[src/rtl/present_sbox_layer.sv]
`default_nettype none
// ============================================================================
// Module      : present_sbox_layer
// Description : Handshaked PRESENT S-box / inverse S-box layer, LANES nibbles
//               substituted per cycle over STATE_W/(4*LANES) steps.
// Revision    : 1.0  initial release
// ============================================================================
module present_sbox_layer #(
    parameter int STATE_W = 64,
    parameter int LANES   = 4
) (
    input  logic               clk,
    input  logic               rst,
    input  logic               in_valid,
    output logic               in_ready,
    input  logic [STATE_W-1:0] in_data,
    input  logic               in_inv,
    output logic               out_valid,
    input  logic               out_ready,
    output logic [STATE_W-1:0] out_data,
    output logic               busy
);

    localparam int c_nibbles = STATE_W / 4;
    localparam int c_steps   = (LANES > 0) ? (c_nibbles / LANES) : 1;
    localparam int c_cnt_w   = (c_steps > 1) ? $clog2(c_steps) : 1;

    localparam logic [c_cnt_w-1:0] c_cnt_last = c_cnt_w'(c_steps - 1);
    localparam logic [c_cnt_w-1:0] c_cnt_one  = c_cnt_w'(1);

    localparam logic [1:0] c_st_idle = 2'd0;
    localparam logic [1:0] c_st_run  = 2'd1;
    localparam logic [1:0] c_st_done = 2'd2;

    generate
        if ((STATE_W < 4) || ((STATE_W % 4) != 0) || (LANES < 1) ||
            (LANES > c_nibbles) || ((c_nibbles % LANES) != 0)) begin : g_param_check
            $error("present_sbox_layer: illegal STATE_W/LANES combination");
        end
    endgenerate

    function automatic logic [3:0] sbox_nibble(input logic [3:0] x, input logic inv);
        logic [3:0] y;
        y = 4'h0;
        if (!inv) begin
            case (x)
                4'h0: y = 4'hC;
                4'h1: y = 4'h5;
                4'h2: y = 4'h6;
                4'h3: y = 4'hB;
                4'h4: y = 4'h9;
                4'h5: y = 4'h0;
                4'h6: y = 4'hA;
                4'h7: y = 4'hD;
                4'h8: y = 4'h3;
                4'h9: y = 4'hE;
                4'hA: y = 4'hF;
                4'hB: y = 4'h8;
                4'hC: y = 4'h4;
                4'hD: y = 4'h7;
                4'hE: y = 4'h1;
                default: y = 4'h2;
            endcase
        end else begin
            case (x)
                4'h0: y = 4'h5;
                4'h1: y = 4'hE;
                4'h2: y = 4'hF;
                4'h3: y = 4'h8;
                4'h4: y = 4'hC;
                4'h5: y = 4'h1;
                4'h6: y = 4'h2;
                4'h7: y = 4'hD;
                4'h8: y = 4'hB;
                4'h9: y = 4'h4;
                4'hA: y = 4'h6;
                4'hB: y = 4'h3;
                4'hC: y = 4'h0;
                4'hD: y = 4'h7;
                4'hE: y = 4'h9;
                default: y = 4'hA;
            endcase
        end
        return y;
    endfunction

    logic [1:0]         r_state;
    logic [STATE_W-1:0] r_wr;
    logic               r_inv;
    logic [c_cnt_w-1:0] r_cnt;
    logic [STATE_W-1:0] w_wr_sub;

    // Only the nibble group selected by r_cnt is rewritten; the rest pass through.
    always_comb begin
        w_wr_sub = r_wr;
        for (int l = 0; l < LANES; l++) begin
            w_wr_sub[(int'(r_cnt) * LANES + l) * 4 +: 4] =
                sbox_nibble(r_wr[(int'(r_cnt) * LANES + l) * 4 +: 4], r_inv);
        end
    end

    always_ff @(posedge clk) begin
        if (rst) begin
            r_state <= c_st_idle;
            r_wr    <= '0;
            r_inv   <= 1'b0;
            r_cnt   <= '0;
        end else begin
            case (r_state)
                c_st_idle: begin
                    if (in_valid) begin
                        r_wr    <= in_data;
                        r_inv   <= in_inv;
                        r_cnt   <= '0;
                        r_state <= c_st_run;
                    end
                end
                c_st_run: begin
                    r_wr <= w_wr_sub;
                    if (r_cnt == c_cnt_last) begin
                        r_cnt   <= '0;
                        r_state <= c_st_done;
                    end else begin
                        r_cnt <= r_cnt + c_cnt_one;
                    end
                end
                c_st_done: begin
                    if (out_ready) begin
                        r_state <= c_st_idle;
                    end
                end
                default: begin
                    r_state <= c_st_idle;
                end
            endcase
        end
    end

    assign in_ready  = (r_state == c_st_idle) && !rst;
    assign out_valid = (r_state == c_st_done);
    assign busy      = (r_state != c_st_idle);
    assign out_data  = r_wr;

endmodule
`default_nettype wire

[config.mk]
export PLATFORM = sky130hd
export DESIGN_NAME = present_sbox_layer
export DESIGN_NICKNAME = d
export VERILOG_FILES = /design/src/rtl/present_sbox_layer.sv
export SDC_FILE = /design/constraint.sdc
export NUM_CORES = 1
export LEC_CHECK = 0
export BUFFER_PORTS_ARGS = -buffer_cell sky130_fd_sc_hd__buf_2
export CORE_MARGIN = 3
export CORE_UTILIZATION = 45
export DETAILED_ROUTE_END_ITERATION = 6
export GPL_ROUTABILITY_DRIVEN = 1
export PLACE_DENSITY = 0.7
export SLEW_MARGIN = 20
export SYNTH_ARGS = -nofsm -noshare
export SYNTH_HDL_FRONTEND = slang
export SYNTH_SLANG_ARGS = --single-unit
[constraint.sdc]
create_clock -name clk -period 2.9 [get_ports clk]
set_input_delay 0.145 -clock clk [delete_from_list [all_inputs] [get_ports clk]]
set_output_delay 0.145 -clock clk [all_outputs]
set_load 0.02 [all_outputs]
### Word-level counts from Yosys, hierarchy flattened

Memories as Yosys holds them, arrays and structs flattened.
Index checks and enable logic that the tools add are counted.

| cells by class | value |
|---|---|
| add/sub/neg operators | 8 |
| equality and inequality tests | 6 |
| shift-type cells | 12 |
| mux-type cells | 17 |
| reductions and logical operators | 8 |

Operators by type and width:

| operator | count |
|---|---|
| bitwise mux 64 bit | 4 |
| variable shift 4 x 33 -> 64 bit, first input constant | 4 |
| indexed part select 4 x 33 -> 64 bit | 4 |
| indexed part select 64 x 32 -> 4 bit | 3 |
| case mux 64 bit (2 select lines) | 1 |
| negation 7 -> 33 bit | 3 |
| two-way mux 64 bit | 1 |
| indexed part select 64 x 7 -> 4 bit | 1 |
| negation 6 -> 33 bit | 1 |
| two-way mux 4 bit | 4 |
| adder 4 x 2 -> 5 bit, second input constant | 2 |
| two-way mux 2 bit | 5 |
| case mux 2 bit (3 select lines) | 1 |
| adder 4 x 1 -> 5 bit, second input constant | 1 |
| equality test 2 bit, second input constant | 2 |
| inequality test 2 bit, second input constant | 2 |
| case mux 2 bit (2 select lines) | 1 |
| AND reduction 2 bit | 2 |
| nonzero test 2 bit | 2 |
| AND reduction 3 bit | 1 |
| adder 2 x 1 -> 2 bit, second input constant | 1 |
| equality test 2 x 1 -> 1 bit, second input constant | 1 |
| logical NOT 2 bit | 1 |
| inequality test 2 x 1 -> 1 bit, second input constant | 1 |
| 2 further kinds | 2 |

| storage, ports and cells | value |
|---|---|
| register bits | 69 |
| ROM bits | 512 |
| input bits | 69 |
| output and inout bits | 67 |
| word-level logic and storage cells | 63 |
| memories kept | 8 |

Memories:

| memory | words | width | read ports | clocked after memory_dff | write ports | line | text |
|---|---|---|---|---|---|---|---|
| (no name shown) | 16 | 4 | 1 | 0 | 0 | 46 | `case (x)` |
| (no name shown) | 16 | 4 | 1 | 0 | 0 | 65 | `case (x)` |
| (no name shown) | 16 | 4 | 1 | 0 | 0 | 46 |  |
| (no name shown) | 16 | 4 | 1 | 0 | 0 | 65 |  |
| (no name shown) | 16 | 4 | 1 | 0 | 0 | 46 |  |
| (no name shown) | 16 | 4 | 1 | 0 | 0 | 65 |  |
| 2 more memories | -- | -- | -- | -- | -- | -- |  |

### Depth between registers and ports, before layout

An unclocked memory read counts as a cell.

| logic depth | value |
|---|---|
| word-level depth | 9 |
| gate-level depth with buffers | 11 |
| mapped depth without buffers | 8 |

### Worst setup path after synthesis

OpenSTA, ideal clock, no wires.

| timing | value |
|---|---|
| path type | flip-flop to flip-flop |
| from | register r_cnt[0] |
| to | register r_wr[49], in the netlist out_data[49] |
| setup time | 132 ps |
| arrival time | 2871 ps |
| data required time | 2768 ps |
| slack | -103 ps |
| cell stages (with the launch flop) | 11 |
| path buffers | 3 |
| period minus slack after synthesis | 3003 ps |
| cell sequence | dfxtp_1 -> buf_6 -> buf_6 -> buf_4 -> mux4_2 -> inv_1 -> ha_1 -> mux4_2 -> mux2_2 -> a221oi_1 -> nor3_1 |

| between the ends | value |
|---|---|
| word-level cells in the longest chain between the ends | 9 |
| elaborated cells on any way between the ends | 36 |
| classes of those cells | add/sub: 7; shift: 12; mux: 9; memory: 8 |

Ends and longest elaborated chain:

| element | line | text |
|---|---|---|
| start: declaration | 90 | `logic [c_cnt_w-1:0] r_cnt;` |
| start signal: assignment | 124 | `r_cnt <= r_cnt + c_cnt_one;` |
| adder 4 x 1 -> 5 bit or indexed part select 64 x 7 -> 4 bit (tied branches) | 97, 98 |  |
| indexed part select 64 x 32 -> 4 bit, or another cell as far along | 98 | `sbox_nibble(r_wr[(int'(r_cnt) * LANES + l) * 4 +: 4], r_inv);` |
| memory read (16 x 4 bit), or another cell as far along | -- |  |
| two-way mux 4 bit or indexed part select 4 x 33 -> 64 bit (tied branches) | 45, 97 |  |
| indexed part select 4 x 33 -> 64 bit or bitwise mux 64 bit (tied branches) | 97 | `w_wr_sub[(int'(r_cnt) * LANES + l) * 4 +: 4] =` |
| bitwise mux 64 bit (2 in a row) | 97 |  |
| bitwise mux 64 bit * | 97 |  |
| case mux 64 bit (2 select lines) * | 109 | `case (r_state)` |
| end signal: assignment | 112 | `r_wr <= in_data;` |
| end signal: assignment | 119 | `r_wr <= w_wr_sub;` |
| end: declaration | 88 | `logic [STATE_W-1:0] r_wr;` |

Every way passes the cells marked *; elsewhere a longest branch is shown, timed or not.
A chain may end at the register's enable or synchronous reset.

### Worst setup path after layout

| timing | value |
|---|---|
| from | register r_cnt[0] |
| to | register r_wr[25], in the netlist out_data[25] |

The elaborated chain is that of the path after synthesis.

==> summary.txt <==
Status
  • Status: completed

Worst hold path
  • Hold Path Depth: 3
  • Hold Startpoint: in_inv
  • Hold EP: r_inv
  • Hold Path Class: in -> reg

Clocking
  • Hold Buf Count CTS: 0
  • CTS tree: built
  • H-tree Lvls: 3
  • CTS Root Cell: clkbuf_16
  • CTS clk-pin slew, worst paths: 60 ps
  • Clock Latency Late Sink: 340 ps
  • Clock Tree Buf Depth: 2
  • TritonCTS buffer count: 9
  • Clk sink count: 69

Job
  • Maxcap violations: 0

Die
  • Die area: 0.01305 mm^2
  • Core Box Area: 0.01113 mm^2
  • Die span in x: 114.2 um
  • Initial Util: 0.4738
  • Row Count: 38
  • I/O pins: 136
  • Chip height: 114.2 um

Detailed routing
  • DRT antenna net count: 0
  • Routed Wire Length: 18780 um
  • Drt drc: 0
  • DRT iter0 DRCs: 475
  • Vias post-DR: 5745
  • Vias per std cell: 6.334
  • Wire per inst: 20.71 um
  • First-pass iteration count of the detailed router: 5

STA
  • Fmax: 360.3 MHz
  • Final setup violating endpoints: 0
  • PnR worst setup slack: 124.3 ps
  • Hold Vio Cnt, Final: 0
  • Fin. max-slew vios: 0
  • Slew Limit Headroom: 0.5210
  • Post-layout min period: 2776 ps
  • Fin Clk Skew: 9.475 ps
  • Final worst path period share: 0.9572
  • Measured slew at the worst slew-check pin: 714.1 ps
  • TNS Setup: 0 ps
  • Final hold slack: 28.95 ps
  • RSZ-0062 raised after global routing: false

Setup path
  • Endpoint class of the critical path: register
  • Critical path type: reg -> reg
  • Crit Path Max Fanout: 5
  • Slack of the worst reg-to-reg path: 120 ps
  • Critical Path AT: 2980 ps
  • WP data required: 3110 ps
  • Worst Reg-to-Reg Cells: 8
  • Startpoint Class: register
  • RR Startpoint: r_cnt[0]
  • R2r endpoint: out_data[25]

Synthesis
  • Ys async rst share: 0
  • Synth Flop Type: dfxtp_1
  • Synth cell types: 60
  • Mapped Cells: 607
  • Synth Cell Area: 0.005271 mm^2
  • YS warnings: 0
  • Mean Syn Cell Area: 8.684 um^2
  • Syn_nets: 708
  • Post-synth EDFFs: 0
  • FF+latch count, synth: 69
  • Sequential area share after synthesis: 0.2620

Pwr
  • P per Cell Area: 573.0 mW/mm^2
  • VDD IR max: 0.0004018 V
  • Psw: 1.427 mW
  • P_int: 2.416 mW
  • Comb power frac: 0.408
  • Static leakage: 2.933 nW
  • Clock power frac: 0.293
  • Switching part of the total: 0.3713
  • Sequential power share: 0.299

GRT
  • Global-route wire length before repair: 28670 um
  • Grt ovf: 0
  • Vias in the first global route: 5483
  • Gr usage total: 0.2796
  • Initial antenna violation count: 0
  • Largest net degree at the start of global routing: 35

Place
  • Worst slack, placed: -92.45 ps
  • Placed insts: 887
  • Hpwl dp: 13600 um
  • Placed Area: 0.006349 mm^2
  • Final Wtd Congestion: 0.9880
  • Port bufs: 135

Finish
  • Ant. Diodes: 0
  • NumNets Final: 864
  • Area of the multi-input gates: 0.003545 mm^2
  • Layout Cell Area excl Fill: 0.006708 mm^2
  • Highest-count cells in the layout ignoring fill and taps: buf_2 (135), dfxtp_1 (68), nor2_1 (66)
  • Share of layout cells above drive strength 1: 0.3416
  • Commonest non-fill, non-tap cell in the layout: buf_2
  • Layout area overhead: 27.25%
  • FF/Latch Area: 0.001385 mm^2
  • Layout Cells excl Fill: 907
  • Fill count: 971
[logic make-up (layout without fill, tap and decap cells)]
family          Yosys count  in the layout  synth area share
buf+inv                  90            250           0.06978
flops                    69             69            0.2620
mux                      62             62            0.1816
simple gates            183            183            0.1631
xor+xnor                  3              3          0.004985
fa+ha+maj                32             32           0.07595
compound gates          168            168            0.2426
[cell type report]
class | count | area share
timing repair buffer | 197 | 0.1738
inverter | 38 | 0.02126
tap | 140 | 0.02611
clock inverter | 1 | 0.004477
multi-input combinational | 448 | 0.5284
clock buffer | 14 | 0.03936
sequential | 69 | 0.2065
[metal layers]
layer | track usage | share of wire | up-vias
met5 | 0 | 0 | -
met4 | 0.1235 | 0.032 | 0
met3 | 0.05233 | 0.090 | 43
met2 | 0.4508 | 0.46 | 311
met1 | 0.3653 | 0.42 | 2778
li1 | - | - | 2613
[metrics by stage]
step	power [mW]	util
2_1_floorplan	2.162	-
3_3_place_gp	2.629	0.5706
3_5_place_dp	2.688	0.5706
4_1_cts	3.801	0.5973
5_1_grt	4.004	0.6029
6_report	3.843	0.6029
[worst max-delay path: stages, from the launching register on]
cell	delay, ps
dfxtp_4	400
buf_12	130
mux4_2	520
inv_1	110
ha_1	260
mux4_2	480
mux2_2	320
a221oi_1	330
nor3_1	100
[flip-flops by register name, indices dropped and copies added (netlist names)]
register	cells
r_state	2
r_inv	1
out_data	64
r_cnt	2
[timing repair]
action | 4_1_cts | 5_1_grt
setup buffers | 0 | 5
setup endpoints to repair | 13 | 7
pin swaps | 0 | 0
resized for setup | 1 | 0
cloned | 0 | 0
[power by group through the flow]
stage          Clock [mW]  Combinational [mW]  Sequential [mW]
4_1_cts              1.13                1.52             1.15
2_1_floorplan           0               0.917             1.25
5_1_grt              1.16                1.68             1.16
6_report             1.13                1.57             1.15
3_3_place_gp            0                1.46             1.17
3_5_place_dp            0                1.52             1.17
[cell usage after synthesis, types with 3 or more instances]
master,instances,area [um^2]
dfxtp_1,69,1381
nor2_1,66,247.7
nor3_1,40,200.2
clkbuf_1,38,142.6
a21oi_1,37,185.2
inv_1,37,138.9
nand2_1,35,131.4
ha_1,32,400.4
a221oi_1,28,245.2
mux2i_1,27,270.3
mux4_2,26,585.6
a211oi_1,17,127.6
a22oi_1,12,90.09
o221ai_1,10,87.58
buf_2,9,45.04
o31ai_1,9,67.56
and3_1,8,50.05
mux2_2,8,90.09
nand2b_1,7,43.79
o22ai_1,7,43.79
o21ai_0,6,30.03
a221oi_2,5,75.07
o211ai_1,5,37.54
a2111oi_0,4,35.03
a21o_1,4,30.03
a32oi_1,4,35.03
nand3_1,4,20.02
nor2b_1,4,25.02
nor3b_1,4,30.03
o2111a_1,4,45.04
nand4_1,3,18.77
[how the worst max path moves through the flow]
stage,from,to,slack (ps),cells after the start
floorplan,r_cnt[0],out_data[61],20,10
global placement,r_cnt[0],out_data[57],70,7
detailed placement,r_cnt[0],out_data[25],-90,7
CTS,r_cnt[0],out_data[25],50,7
global route,r_cnt[0],out_data[29],40,8
finish,r_cnt[0],out_data[25],120,8
(Power assumes the default switching activity.)
